### src/rtl/exception_sequencer.sv
// exception_sequencer: interrupt entry and eret return sequencer.
// Owns SR/ESR/ECA/EPC/EDATA and drives the fetch redirect handshake.
module exception_sequencer #(
  parameter int unsigned    DW          = 32,
  parameter int unsigned    CW          = 23,
  parameter logic [DW-1:0]  SISR        = '0,
  parameter logic [CW-1:0]  REPEAT_MASK = '0
) (
  input  logic          clk,
  input  logic          reset,
  input  logic [CW-1:0] mca,
  input  logic          jisr,
  input  logic [31:0]   il,
  input  logic [DW-1:0] pc_cur,
  input  logic [DW-1:0] pc_next,
  input  logic [DW-1:0] edata_in,
  input  logic          eret,
  input  logic          spr_we,
  input  logic [2:0]    spr_wa,
  input  logic [DW-1:0] spr_wd,
  input  logic [2:0]    spr_ra,
  output logic [DW-1:0] spr_rd,
  output logic [DW-1:0] sr,
  output logic          redirect_valid,
  output logic [DW-1:0] redirect_pc,
  input  logic          redirect_ready,
  output logic          flush,
  output logic          busy
);

  typedef enum logic {
    S_IDLE,
    S_REDIRECT
  } state_t;

  state_t        r_state;
  state_t        w_state_nxt;

  logic [DW-1:0] r_sr;
  logic [DW-1:0] r_esr;
  logic [CW-1:0] r_eca;
  logic [DW-1:0] r_epc;
  logic [DW-1:0] r_edata;
  logic [DW-1:0] r_target;

  logic          w_take_rst;
  logic          w_take_entry;
  logic          w_take_eret;
  logic          w_spr_wr;
  logic          w_in_redirect;
  logic          w_repeat;
  logic [31:0]   w_repeat_mask;

  // Mask is widened to the full il width so bits above CW never match.
  assign w_repeat_mask = 32'(REPEAT_MASK);
  assign w_repeat      = |(il & w_repeat_mask);
  assign w_in_redirect = (r_state == S_REDIRECT);

  // Next-state and event decode; reset cause preempts everything.
  always_comb begin
    w_state_nxt  = r_state;
    w_take_rst   = 1'b0;
    w_take_entry = 1'b0;
    w_take_eret  = 1'b0;
    w_spr_wr     = 1'b0;
    if (mca[0]) begin
      w_take_rst  = 1'b1;
      w_state_nxt = S_REDIRECT;
    end else begin
      unique case (r_state)
        S_IDLE: begin
          if (jisr) begin
            w_take_entry = 1'b1;
            w_state_nxt  = S_REDIRECT;
          end else if (eret) begin
            w_take_eret = 1'b1;
            w_state_nxt = S_REDIRECT;
          end else if (spr_we) begin
            w_spr_wr = 1'b1;
          end
        end
        S_REDIRECT: begin
          if (redirect_ready) begin
            w_state_nxt = S_IDLE;
          end
        end
        default: w_state_nxt = S_IDLE;
      endcase
    end
  end

  // Handshake outputs are pure functions of the state.
  always_comb begin
    redirect_valid = w_in_redirect;
    flush          = w_in_redirect;
    busy           = w_in_redirect;
    redirect_pc    = w_in_redirect ? r_target : '0;
  end

  // State register.
  always_ff @(posedge clk) begin
    if (reset) begin
      r_state <= S_IDLE;
    end else begin
      r_state <= w_state_nxt;
    end
  end

  // Special-purpose registers and redirect target.
  always_ff @(posedge clk) begin
    if (reset) begin
      r_sr     <= '0;
      r_esr    <= '0;
      r_eca    <= '0;
      r_epc    <= '0;
      r_edata  <= '0;
      r_target <= '0;
    end else if (w_take_rst) begin
      r_sr     <= '0;
      r_target <= SISR;
    end else if (w_take_entry) begin
      r_eca    <= mca;
      r_esr    <= r_sr;
      r_sr     <= '0;
      r_edata  <= edata_in;
      r_epc    <= w_repeat ? pc_cur : pc_next;
      r_target <= SISR;
    end else if (w_take_eret) begin
      r_sr     <= r_esr;
      r_target <= r_epc;
    end else if (w_spr_wr) begin
      unique case (spr_wa)
        3'd0:    r_sr    <= spr_wd;
        3'd1:    r_esr   <= spr_wd;
        3'd2:    r_eca   <= spr_wd[CW-1:0];
        3'd3:    r_epc   <= spr_wd;
        3'd4:    r_edata <= spr_wd;
        default: ;
      endcase
    end
  end

  // SPR read port, current register contents only.
  always_comb begin
    spr_rd = '0;
    unique case (spr_ra)
      3'd0:    spr_rd = r_sr;
      3'd1:    spr_rd = r_esr;
      3'd2:    spr_rd = DW'(r_eca);
      3'd3:    spr_rd = r_epc;
      3'd4:    spr_rd = r_edata;
      default: spr_rd = '0;
    endcase
  end

  assign sr = r_sr;

endmodule

### config.mk
export PLATFORM = sky130hd
export DESIGN_NAME = exception_sequencer
export DESIGN_NICKNAME = d
export VERILOG_FILES = /design/src/rtl/exception_sequencer.sv
export SDC_FILE = /design/constraint.sdc
export NUM_CORES = 1
export LEC_CHECK = 0
export BUFFER_PORTS_ARGS = -buffer_cell sky130_fd_sc_hd__buf_2
export CAP_MARGIN = 5
export CORE_UTILIZATION = 25
export CTS_CLUSTER_SIZE = 16
export DETAILED_ROUTE_END_ITERATION = 6
export PLACE_DENSITY = 0.41
export SLEW_MARGIN = 20
export SYNTH_ARGS = -nofsm -noshare
export SYNTH_HDL_FRONTEND = slang
export SYNTH_SLANG_ARGS = --single-unit
### constraint.sdc
create_clock -name clk -period 2.84 [get_ports clk]
set_input_delay 0.71 -clock clk [delete_from_list [all_inputs] [get_ports clk]]
set_output_delay 0.71 -clock clk [all_outputs]
set_load 0.02 [all_outputs]
Yosys cells after proc, flatten, opt, wreduce, memory -nomap -nowiden
Index checks and enable logic that the tools add are counted.

cells by class
  reductions and logical operators = 15
  eq/ne operators = 9
  muxes and demuxes = 38
  bitwise logic cells = 2

operator list
  kind                                                             number
  32-bit 2-to-1 mux                                                16
  32-bit one-hot mux with 5 select lines                           1
  23-bit 2-to-1 mux                                                4
  1-bit 2-to-1 mux                                                 16
  4-bit AND reduction                                              4
  2-bit nonzero test                                               7
  3-bit by 2-bit == test with 1-bit output, second input constant  4
  3-bit by 1-bit == test with 1-bit output, second input constant  2
  3-bit == test, second input constant                             2
  3-bit logical NOT                                                2
  3-bit OR reduction                                               1
  2-bit inequality test, second input constant                     1
  1-bit inverter                                                   2
  1-bit one-hot mux with 2 select lines                            1
  2-bit AND reduction                                              1

word-level totals
  word-level logic and storage cells = 71
  register bits = 184
  output and inout port bits = 99
  bits of input ports = 195

Logic depth before layout (Yosys ltp)
  word-level depth = 8
  depth in mapped cells = 7
  mapped depth without buffers = 4

Least setup slack after synthesis
Ideal clock, no wire load.

  path type = input-to-output
  start point = input port spr_ra[0]
  end point = output port spr_rd[0]
  data required time = 2.130 ns
  data arrival time = 2.036 ns
  slack = 0.094 ns
  cell stages on the path = 6
  buffers on the path = 3
  cell sequence = clkbuf_1 -> nor2b_1 -> clkbuf_1 -> clkbuf_1 -> a22oi_1 -> o22ai_1

between the ends
  longest elaborated chain between the ends = 2
  elaborated cells on any way between the ends = 6
  classes of those cells = eq/ne: 4; mux: 1; reduce/logical: 1

RTL lines
  element                                      line  text
  start: declaration                           21    input logic [2:0] spr_ra,
  3-bit == test, or another cell as far along  146   unique case (spr_ra)
  32-bit one-hot mux with 5 select lines (*)   146
  end: declaration                             22    output logic [DW-1:0] spr_rd,

Every way passes the cells marked *; elsewhere a longest branch is shown, timed or not.

Worst setup path in the final report
  start point = input port spr_ra[0]
  end point = output port spr_rd[18]

The elaborated chain is that of the path after synthesis.

==> key figures <==
Status
  • Status: complete, no violations

Finish
  • # nets final: 1,562
  • Share of post-route cells with drive strength above 1: 0.254
  • Post-route core utilization: 0.323
  • Layout Cells excl Fill: about 1.8k
  • Synthesis-to-layout area growth: 27.4%

Drt
  • Vias: about 9.1k
  • Routed length per instance: 20.7 um
  • Drt drc: 0
  • Metal-1 WL: roughly 18 mm
  • TritonRoute pass-1 iters: 5
  • Uppermost layer routed: met5
  • Vias/cell: between 4 and 5
  • Post-route ant nets: 0
  • DRT iter0 DRCs: ~640
  • Met2 routed WL: approximately 18 mm
  • Final WL: between 30 and 40 mm
  • Met3 routed WL: ~2.0 mm

STA
  • F_max: ~370 MHz
  • Worst setup margin: 0.104 ns
  • Hold violation total from the final report: 0
  • RSZ-0062 raised after global routing: false
  • Max Transition Viols Final: 0
  • Final period utilization: 0.963
  • Final setup fails: 0
  • Min Tclk post-route: ~2.7 ns
  • Setup TNS: 0 ns
  • Slew at the pin closest to its max-slew limit: around 1.1 ns
  • Skew final: ~0.013 ns
  • Slew headroom: 0.298

Setup path
  • Worst Path Max Fanout: 17
  • CP Capture Type: primary output
  • Crit path from: spr_ra[0]
  • Cell chain of the critical path: buf_2, buf_12, nor2b_4, buf_12, a22oi_1, o22ai_1, buf_2
  • CP Data Arrival Time: a little over 2 ns
  • Setup Crit Path Kind: in2out
  • CP peak stage delay: around 0.26 ns
  • Worst Path Required: roughly 2.1 ns
  • Reg2reg start: busy
  • Startpoint types: input port
  • CP max stage cell: o22ai_1
  • Buf+Inv Stages, Crit Path: 4
  • Crit path max-delay family: buffers and inverters

Logic synthesis
  • Mapped Area: approximately 9000 um^2
  • Post-synth top area cell: dfxtp_1
  • Post-Syn Nets: between 1k and 1.5k
  • Sequential share of the synthesized area: 0.408
  • Flop and latch count out of synthesis: 184
  • Yosys top cell area share: 0.408
  • Synth warn: 0
  • Top cells by area, synth: dfxtp_1 (41%), a211oi_1 (9.1%), nor2_1 (8.2%)
  • Synth cell types: 32
  • Post-Syn Instances: between 1k and 1.5k
  • Avg Inst Size Synth: approximately 7.6 um^2

Clock tree
  • Reg clk slew, reported paths: ~0.070 ns
  • H-tree depth: 4
  • Skew-Pair Late Insertion Delay: about 0.45 ns
  • TritonCTS Buffers: 17
  • CTS tree: yes
  • CTS max path bufs: 2
  • Post-cts sizing count: 0
  • Hold_buf cts: 0
  • Root Buffer: clkbuf_16
  • Postcts setup bufs: 0
  • Clk sinks: ~180

Floorplanning
  • Die width: between 150 and 200 um
  • Initial Util: 0.254
  • I/O pins: 294
  • Core area: 35,600 um^2
  • Row cnt: 69
  • Chip height: between 150 and 200 um
  • Area of the die: 36,800 um^2

Worst hold path
  • Min-delay src: r_target[16]
  • Hold WC Path Type: reg2reg

Placed design
  • Port Buf Inserts: 229
  • Setup WS pre-CTS: between 0.07 and 0.08 ns
  • GPL Wtd Cong: 0.798
  • Detailed placer's ending HPWL: about 26 mm
  • Inst Count DP: 1,809

Run
  • Max-Cap Viols: 0

GRT
  • Grt total ovfl: 0
  • Largest net degree at the start of global routing: approximately 120
  • Global-route wire length before repair: ~56 mm
  • GR Util All Layers: 0.207
  • Initial antenna violation count: 2
  • Vias in the first global route: 8,756

Power and ir drop
  • Power Density: roughly 540 nW/um^2
  • Worst vdd ir: ~0.00042 V
  • Total power: slightly above 6 mW
  • Static leakage: between 4 and 5 nW
[per-stage QoR]
stage | area [um^2] | hold slack [ns]
after floorplan | 9020 | 0.432
after global placement | 10900 | 0.440
after detailed placement | 10900 | 0.444
after CTS | 11500 | 0.454
after global routing | 11500 | 0.468
final | 11500 | 0.451
[cell families after synthesis]
| logic type | count (synthesis) | synth area share |
|---|---|---|
| compound gates | 335 | 0.238 |
| buf+inv | 146 | 0.0709 |
| flops | 184 | 0.408 |
| mux | 32 | 0.0387 |
| simple gates | 487 | 0.244 |
[cell type report]
type | count | area [um^2]
diodes | 4 | 10.0
inverters | 33 | 124
flip-flops and latches | 184 | 3690
clock inverters | 15 | 160
repair buffers | 277 | 1720
clock buffers | 17 | 425
multi-input cells | 854 | 4790
fillers | 3920 | 24100
well taps | 461 | 577
[sequential cells by signal, indices dropped and copies added, names as in the netlist]
name      cells
r_epc        32
r_edata      32
sr           32
r_eca        23
r_esr        32
busy          1
r_target     32
[final timing paths]
check                               endpoint  slack [ns]  depth (start not counted)
worst max register to register     r_epc[13]        0.52                          5
worst max-delay path              spr_rd[18]        0.10                          7
worst min register to register  r_target[16]        0.45                          2
worst min-delay path            r_target[16]        0.45                          2
[power breakdown]
group	switching [mW]	total [mW]	leakage [nW]	internal, mW
registers	0.0913	2.79	1.50	2.70
logic	0.597	0.954	2.64	0.357
clock network	1.22	2.46	0.274	1.24
total	1.91	6.20	4.41	4.30
[worst reg2reg max path, cell delays in order (launching register included)]
cell,delay [ns]
dfxtp_4,0.63
nor4b_4,0.14
a21oi_4,0.85
buf_4,0.36
a211oi_1,0.08
nor3_1,0.19
[synth_stat cells]
cell type / instances
nor3_1: 121
buf_6: 1
and3b_1: 1
o22ai_1: 23
a21oi_1: 99
o21ai_1: 1
a31o_2: 2
o21ai_0: 41
buf_2: 31
nor3b_2: 1
buf_1: 1
dfxtp_1: 184
o21a_1: 1
mux2_2: 23
or3b_1: 1
a211oi_1: 109
nor4b_4: 1
nor4b_1: 1
clkbuf_1: 68
nor3b_1: 1
nand2_1: 94
and2_1: 66
mux2i_1: 9
buf_4: 12
a22oi_1: 46
a21o_1: 2
a31oi_1: 2
a311oi_1: 9
inv_1: 33
nor2b_1: 2
nor2_1: 197
nand4b_1: 1
[metal layers]
metal | global-route usage | vias to the layer above
li1 | - | 4536
met2 | 0.338 | 274
met1 | 0.280 | 4273
met5 | 0 | -
met4 | 0.0607 | 2
met3 | 0.0320 | 27
[cells in the final DEF, fill, tap and decap left out, types with 41 or more instances in the layout]
master,Yosys,routed
a211oi_1,109,109
a21oi_1,99,98
a22oi_1,46,46
and2_1,66,64
buf_2,31,228
dfxtp_1,184,183
nand2_1,94,93
nor2_1,197,195
nor3_1,121,121
o21ai_0,41,41
Power figures use the tool's default switching activity.
